`config.mk`:
```
export PLATFORM = sky130hd
export DESIGN_NAME = boot_rom_copier
export DESIGN_NICKNAME = d
export VERILOG_FILES = /design/src/rtl/boot_rom_copier_pkg.sv /design/src/rtl/boot_csum_acc.sv /design/src/rtl/boot_rom_copier.sv
export SDC_FILE = /design/constraint.sdc
export NUM_CORES = 1
export LEC_CHECK = 0
export CAP_MARGIN = 0
export CORE_ASPECT_RATIO = 0.8
export CORE_UTILIZATION = 40
export CTS_BUF_LIST = sky130_fd_sc_hd__clkbuf_4 sky130_fd_sc_hd__clkbuf_8 sky130_fd_sc_hd__clkbuf_16
export CTS_CLUSTER_SIZE = 14
export DETAILED_ROUTE_END_ITERATION = 12
export PLACE_DENSITY = 0.91
export SYNTH_ARGS = -nofsm -noshare
export SYNTH_HDL_FRONTEND = slang
export SYNTH_SLANG_ARGS = --single-unit
```
`constraint.sdc`:
```
create_clock -name clk_i -period 2.2 [get_ports clk_i]
set_input_delay 0.44 -clock clk_i [delete_from_list [all_inputs] [get_ports clk_i]]
set_output_delay 0.44 -clock clk_i [all_outputs]
set_load 0.005 [all_outputs]
```
`src/rtl/boot_rom_copier_pkg.sv`:
```
// Shared types and constants for the boot ROM to SRAM copier.
package boot_rom_copier_pkg;

  typedef enum logic [1:0] {
    ST_IDLE = 2'd0,
    ST_RD   = 2'd1,
    ST_CAP  = 2'd2,
    ST_WR   = 2'd3
  } state_e;

  localparam int unsigned DATA_W_DEF = 32;
  localparam int unsigned STRB_W     = DATA_W_DEF / 8;
  localparam logic [STRB_W-1:0] STRB_ALL = {STRB_W{1'b1}};

  // A single-word image still needs a one-bit counter.
  function automatic int unsigned cnt_width(input int unsigned words);
    return (words > 1) ? $clog2(words) : 1;
  endfunction

endpackage

```
`src/rtl/boot_csum_acc.sv`:
```
// Running modulo-2^DATA_W sum of accepted words; clear wins over enable.
module boot_csum_acc
  import boot_rom_copier_pkg::*;
#(
  parameter int unsigned DATA_W = DATA_W_DEF
) (
  input  logic              clk_i,
  input  logic              arst_n_i,
  input  logic              cke_i,
  input  logic              clr_i,
  input  logic              en_i,
  input  logic [DATA_W-1:0] data_i,
  output logic [DATA_W-1:0] sum_o
);

  logic [DATA_W-1:0] sum_q, sum_d;

  always_comb begin
    sum_d = sum_q;
    if (clr_i)     sum_d = '0;
    else if (en_i) sum_d = sum_q + data_i;
  end

  always_ff @(posedge clk_i or negedge arst_n_i) begin
    if (!arst_n_i)  sum_q <= '0;
    else if (cke_i) sum_q <= sum_d;
  end

  assign sum_o = sum_q;

endmodule

```
`src/rtl/boot_rom_copier.sv`:
```
// Copies the bootloader image from ROM to SRAM and holds the CPU in reset meanwhile.
// Optional checksum output enabled by defining BOOT_CHECKSUM_EN.
module boot_rom_copier
  import boot_rom_copier_pkg::*;
#(
  parameter int unsigned       ADDR_W     = 32,
  parameter int unsigned       DATA_W     = DATA_W_DEF,
  parameter int unsigned       ROM_ADDR_W = 10,
  parameter int unsigned       BOOT_WORDS = 512,
  parameter logic [ADDR_W-1:0] SRAM_BASE  = '0
) (
  input  logic                  clk_i,
  input  logic                  arst_n_i,
  input  logic                  cke_i,
  input  logic                  boot_i,
  input  logic                  cpu_reset_i,
  output logic                  rom_en_o,
  output logic [ROM_ADDR_W-1:0] rom_addr_o,
  input  logic [DATA_W-1:0]     rom_rdata_i,
  output logic                  iob_avalid_o,
  output logic [ADDR_W-1:0]     iob_addr_o,
  output logic [DATA_W-1:0]     iob_wdata_o,
  output logic [DATA_W/8-1:0]   iob_wstrb_o,
  input  logic                  iob_ready_i,
  output logic                  cpu_rst_o,
  output logic                  busy_o,
  output logic                  done_o
`ifdef BOOT_CHECKSUM_EN
  ,
  output logic [DATA_W-1:0]     checksum_o
`endif
);

  localparam int unsigned CNT_W = cnt_width(BOOT_WORDS);
  localparam int unsigned SW    = DATA_W / 8;
  localparam logic [CNT_W-1:0] LAST_IDX = CNT_W'(BOOT_WORDS - 1);

  state_e            state_q, state_d;
  logic [CNT_W-1:0]  cnt_q, cnt_d;
  logic [DATA_W-1:0] wdata_q, wdata_d;
  logic              done_q, done_d;
  logic              rst_prev_q, rst_prev_d;

  logic start;
  logic abort;

  // The start term keeps cpu_rst_o high in the edge cycle, before busy_o rises.
  assign start = rst_prev_q & ~cpu_reset_i & boot_i & (state_q == ST_IDLE);
  assign abort = cpu_reset_i & busy_o;

  always_ff @(posedge clk_i or negedge arst_n_i) begin
    if (!arst_n_i) begin
      state_q    <= ST_IDLE;
      cnt_q      <= '0;
      wdata_q    <= '0;
      done_q     <= 1'b0;
      rst_prev_q <= 1'b0;
    end else if (cke_i) begin
      state_q    <= state_d;
      cnt_q      <= cnt_d;
      wdata_q    <= wdata_d;
      done_q     <= done_d;
      rst_prev_q <= rst_prev_d;
    end
  end

  always_comb begin
    state_d    = state_q;
    cnt_d      = cnt_q;
    wdata_d    = wdata_q;
    done_d     = done_q;
    rst_prev_d = cpu_reset_i;
    if (abort) begin
      state_d = ST_IDLE;
      cnt_d   = '0;
    end else begin
      unique case (state_q)
        ST_IDLE: begin
          if (start) begin
            state_d = ST_RD;
            cnt_d   = '0;
            done_d  = 1'b0;
          end
        end
        ST_RD:  state_d = ST_CAP;
        ST_CAP: begin
          wdata_d = rom_rdata_i;
          state_d = ST_WR;
        end
        ST_WR: begin
          if (iob_ready_i) begin
            if (cnt_q == LAST_IDX) begin
              state_d = ST_IDLE;
              done_d  = 1'b1;
            end else begin
              cnt_d   = cnt_q + CNT_W'(1);
              state_d = ST_RD;
            end
          end
        end
        default: state_d = ST_IDLE;
      endcase
    end
  end

  always_comb begin
    rom_en_o     = (state_q == ST_RD);
    iob_avalid_o = (state_q == ST_WR);
    iob_wstrb_o  = (state_q == ST_WR) ? {SW{1'b1}} : '0;
    busy_o       = (state_q != ST_IDLE);
  end

  assign rom_addr_o  = ROM_ADDR_W'(cnt_q);
  assign iob_addr_o  = SRAM_BASE + ADDR_W'(cnt_q) * ADDR_W'(SW);
  assign iob_wdata_o = wdata_q;
  assign done_o      = done_q;
  assign cpu_rst_o   = cpu_reset_i | busy_o | start;

`ifdef BOOT_CHECKSUM_EN
  logic wr_ack;
  assign wr_ack = iob_avalid_o & iob_ready_i;

  boot_csum_acc #(
    .DATA_W(DATA_W)
  ) u_csum (
    .clk_i   (clk_i),
    .arst_n_i(arst_n_i),
    .cke_i   (cke_i),
    .clr_i   (start | abort),
    .en_i    (wr_ack),
    .data_i  (wdata_q),
    .sum_o   (checksum_o)
  );
`endif

endmodule

```
==> Flow_metrics.wiki <==
{| class="wikitable"
! Metric !! Value
|-
| Run status || finished, final reports clean
|-
| Required time of the critical path || 1760 ps
|-
| Cell type contributing the most total cell area after synthesis || dfrtp_1
|-
| Num rows || 24
|-
| Synth Area in Compound Gates || 0.0715
|-
| Overall routed net length || 5350 um
|-
| Crit-path cells || clkdlybuf4s50_1, nand2b_4, nand2b_1, clkdlybuf4s50_1
|-
| Final non-filler cell total || 380
|-
| Effective utilization at floorplan || 0.421
|-
| Max Fanout on Critical Path || 5
|-
| VDD IR-drop max || 0.000506 V
|-
| Cell count after synthesis || 199
|-
| Max-slew violation count || 0
|-
| Core area || 5530 sq um
|-
| Pin count of the biggest net entering global routing || 33
|-
| Global-route wire length before repair || 8270 um
|-
| Number of buffers on the longest clock path || 2
|-
| Most common cell type on the critical path || clkdlybuf4s50_1
|-
| Average detailed-routed wire length per instance || 14.1 um
|-
| Final total negative setup slack || 0 ps
|-
| Area share of fa/ha/maj cells after synthesis || 0.0376
|-
| Final antenna-violating net count || 0
|-
| Reg-to-Reg End || cnt_q[0]
|-
| TritonCTS clock tree || done
|-
| Netlist area before placement || 2330 sq um
|-
| Clock latency on the worst-skew pair || 290 ps
|-
| Avg Inst Size Synth || 11.7 sq um
|-
| Net count reported at finish || 346
|-
| CP Capture Type || primary output
|-
| Total number of yosys warnings || 0
|-
| Ranking of synthesized cells by instance count || 45 x dfrtp_1, 39 x buf_4, 30 x mux2_2
|-
| Delay of the slowest cell on the worst path || 550 ps
|-
| Shortest period the worst path allows || 2180 ps
|-
| Number of antenna violations at the first check in global routing || 0
|-
| Asr flop ratio synth || 1.00
|-
| Routed vias || 1,782
|-
| Power density of the placed cells || 1070 nW/um^2
|-
| Detailed placer's ending HPWL || 4140 um
|-
| Register bit count reported by yosys || 45
|-
| Share of synthesized area spent on multiplexers || 0.160
|-
| Vias in the first global route || 1,710
|-
| Clock sink total || 45
|-
| Synth area leaders || dfrtp_1 48%, mux2_2 15%, buf_4 13%
|-
| Path type of the worst min-delay path || in2async
|-
| Root cell of the clock tree || clkbuf_8
|-
| Ratio of cells with drive above 1 in the final layout || 0.238
|-
| Total of endpoints with negative setup slack in the final report || 0
|-
| Multi-input logic area || 987 sq um
|-
| Number of fill cells || 481
|-
| DRC errors left || 0
|-
| Clock input transition at the sequential cells of the worst setup and hold paths || 80 ps
|-
| Cell count of the worst reg-to-reg path || 9
|-
| Most frequent cell after synthesis || dfrtp_1
|-
| H-tree levels || 2
|-
| Number of buffers created by CTS || 5
|-
| Highest-delay cell along the critical path || clkdlybuf4s50_1
|-
| Count of final hold-check violations || 0
|-
| Die Y || 70.2 um
|-
| Post-route clock period utilization || 0.993
|-
| Initial DRC count || 66
|-
| Post-synthesis share of cell area spent on and, or, nand and nor gates || 0.104
|-
| Die W || 87.3 um
|-
| Overall Power || 3.73 mW
|-
| Most frequently used flop master after synthesis || dfrtp_1
|-
| Count of buffers inserted at the top-level ports || 96
|-
| Combinational family with the most area after synthesis || multiplexers
|-
| Inst Count DP || 368
|-
| Final setup skew || 5.10 ps
|-
| Leakage power summed over all cells || 1.48 nW
|-
| PnR worst setup slack || 15.4 ps
|-
| Initial DRT Pass Iterations || 4
|-
| Congestion Overflow GR || 0
|-
| Number of max-cap violations || 0
|-
| Element type at the critical path start || primary input
|-
| Pre-CTS setup slack || -49.5 ps
|-
| Critical Path AT || 1740 ps
|-
| Synth Area in XOR/XNOR || 0
|-
| Overall die area || 6130 sq um
|-
| I/O pin cnt || 121
|-
| Antenna cell count || 0
|-
| Layout overhead on the synthesized area || 49.3%
|-
| Part of the Yosys area used for sequential elements || 0.484
|-
| Class of the most critical setup path || in2out
|-
| Library cells used by synthesis || 33
|-
| Final std cell area, no fill || 3480 sq um
|-
| GRT Total Usage || 0.178
|-
| Gpl congestion || 0.879
|-
| Number of vias per cell after detailed routing || 4.69
|-
| Count of hold buffers inserted by post-cts repair || 0
|-
| Timing-limited maximum frequency || 458 MHz
|-
| Register area || 1130 sq um
|-
| Start of the worst register-to-register path || cnt_q[0]
|-
| Number of enable-type register cells in the synthesized netlist || 0
|-
| Yosys top cell area share || 0.484
|-
| Instance area after placement || 3290 sq um
|-
| Flop2flop setup slack || 70 ps
|}
-- flip-flops by register name, summed over array words and instances (netlist names) --
name,flops
rst_prev_q,1
done_o,1
state_q,2
iob_wdata_o,32
cnt_q,9
-- worst max-delay path by stage --
stage | cells after the start | endpoint | from
2_1_floorplan | 8 | cnt_q[7] | cnt_q[0]
3_3_place_gp | 4 | cpu_rst_o | cpu_reset_i
5_1_grt | 9 | cnt_q[0] | cnt_q[0]
6_report | 4 | cpu_rst_o | cpu_reset_i
4_1_cts | 9 | cnt_q[0] | cnt_q[0]
3_5_place_dp | 7 | cnt_q[0] | cpu_reset_i
-- worst max-delay path: cells and delay by family --
family | cells | cell delay (ps)
buffers and inverters | 2 | 1040
AND/OR/NAND/NOR | 2 | 260
-- logic make-up (layout without fill, tap and decap cells) --
family,count (synthesis),count (layout)
DFF,45,45
buffers and inverters,48,128
adders and majority gates,7,7
other,1,24
AOI/OAI and AO/OA,24,24
and+or+nand+nor,41,41
muxes,33,33
-- final cells by class --
| type | count | area share |
|---|---|---|
| clock buffer | 6 | 0.0220 |
| inverter | 5 | 0.00612 |
| multi-input combinational | 129 | 0.284 |
| clock inverter | 2 | 0.0112 |
| sequential | 45 | 0.325 |
| timing repair buffer | 115 | 0.324 |
| tap | 78 | 0.0281 |
-- power breakdown --
part / switching [mW] / internal, mW
logic: 0.608 / 1.17
registers: 0.178 / 1.15
clock network: 0.273 / 0.353
total: 1.06 / 2.67
-- cells in the final DEF, fill, tap and decap left out, drive strengths merged, types with 4 or more instances in the layout --
master / synthesis / final
clkdlybuf4s50: 0 / 95
dfrtp: 45 / 45
mux2: 33 / 33
conb: 1 / 24
buf: 43 / 20
nand2: 9 / 9
o21ai: 9 / 9
ha: 7 / 7
a21oi: 6 / 6
clkbuf: 0 / 6
nand3: 5 / 5
inv: 5 / 5
nand2b: 5 / 5
nor2b: 4 / 4
o31ai: 4 / 4
-- per-layer routing --
metal  wire, um  vias up  global-route usage
li1           -      835                   -
met5          0        -                   0
met3        364        2              0.0343
met2       2720       73               0.299
met4         38        0              0.0601
met1       2220      872               0.228
-- stage by stage --
step	util	hold slack (ps)
2_1_floorplan	-	144
3_3_place_gp	0.596	419
3_5_place_dp	0.596	421
4_1_cts	0.621	98.1
5_1_grt	0.629	104
6_report	0.629	89.8
-- what timing repair did --
item                       CTS  global route
gates resized for setup      4             9
setup endpoints to repair    8             5
setup buffers                1             3
pin swaps                    0             1
No activity file was read; power rests on OpenSTA's default activity.
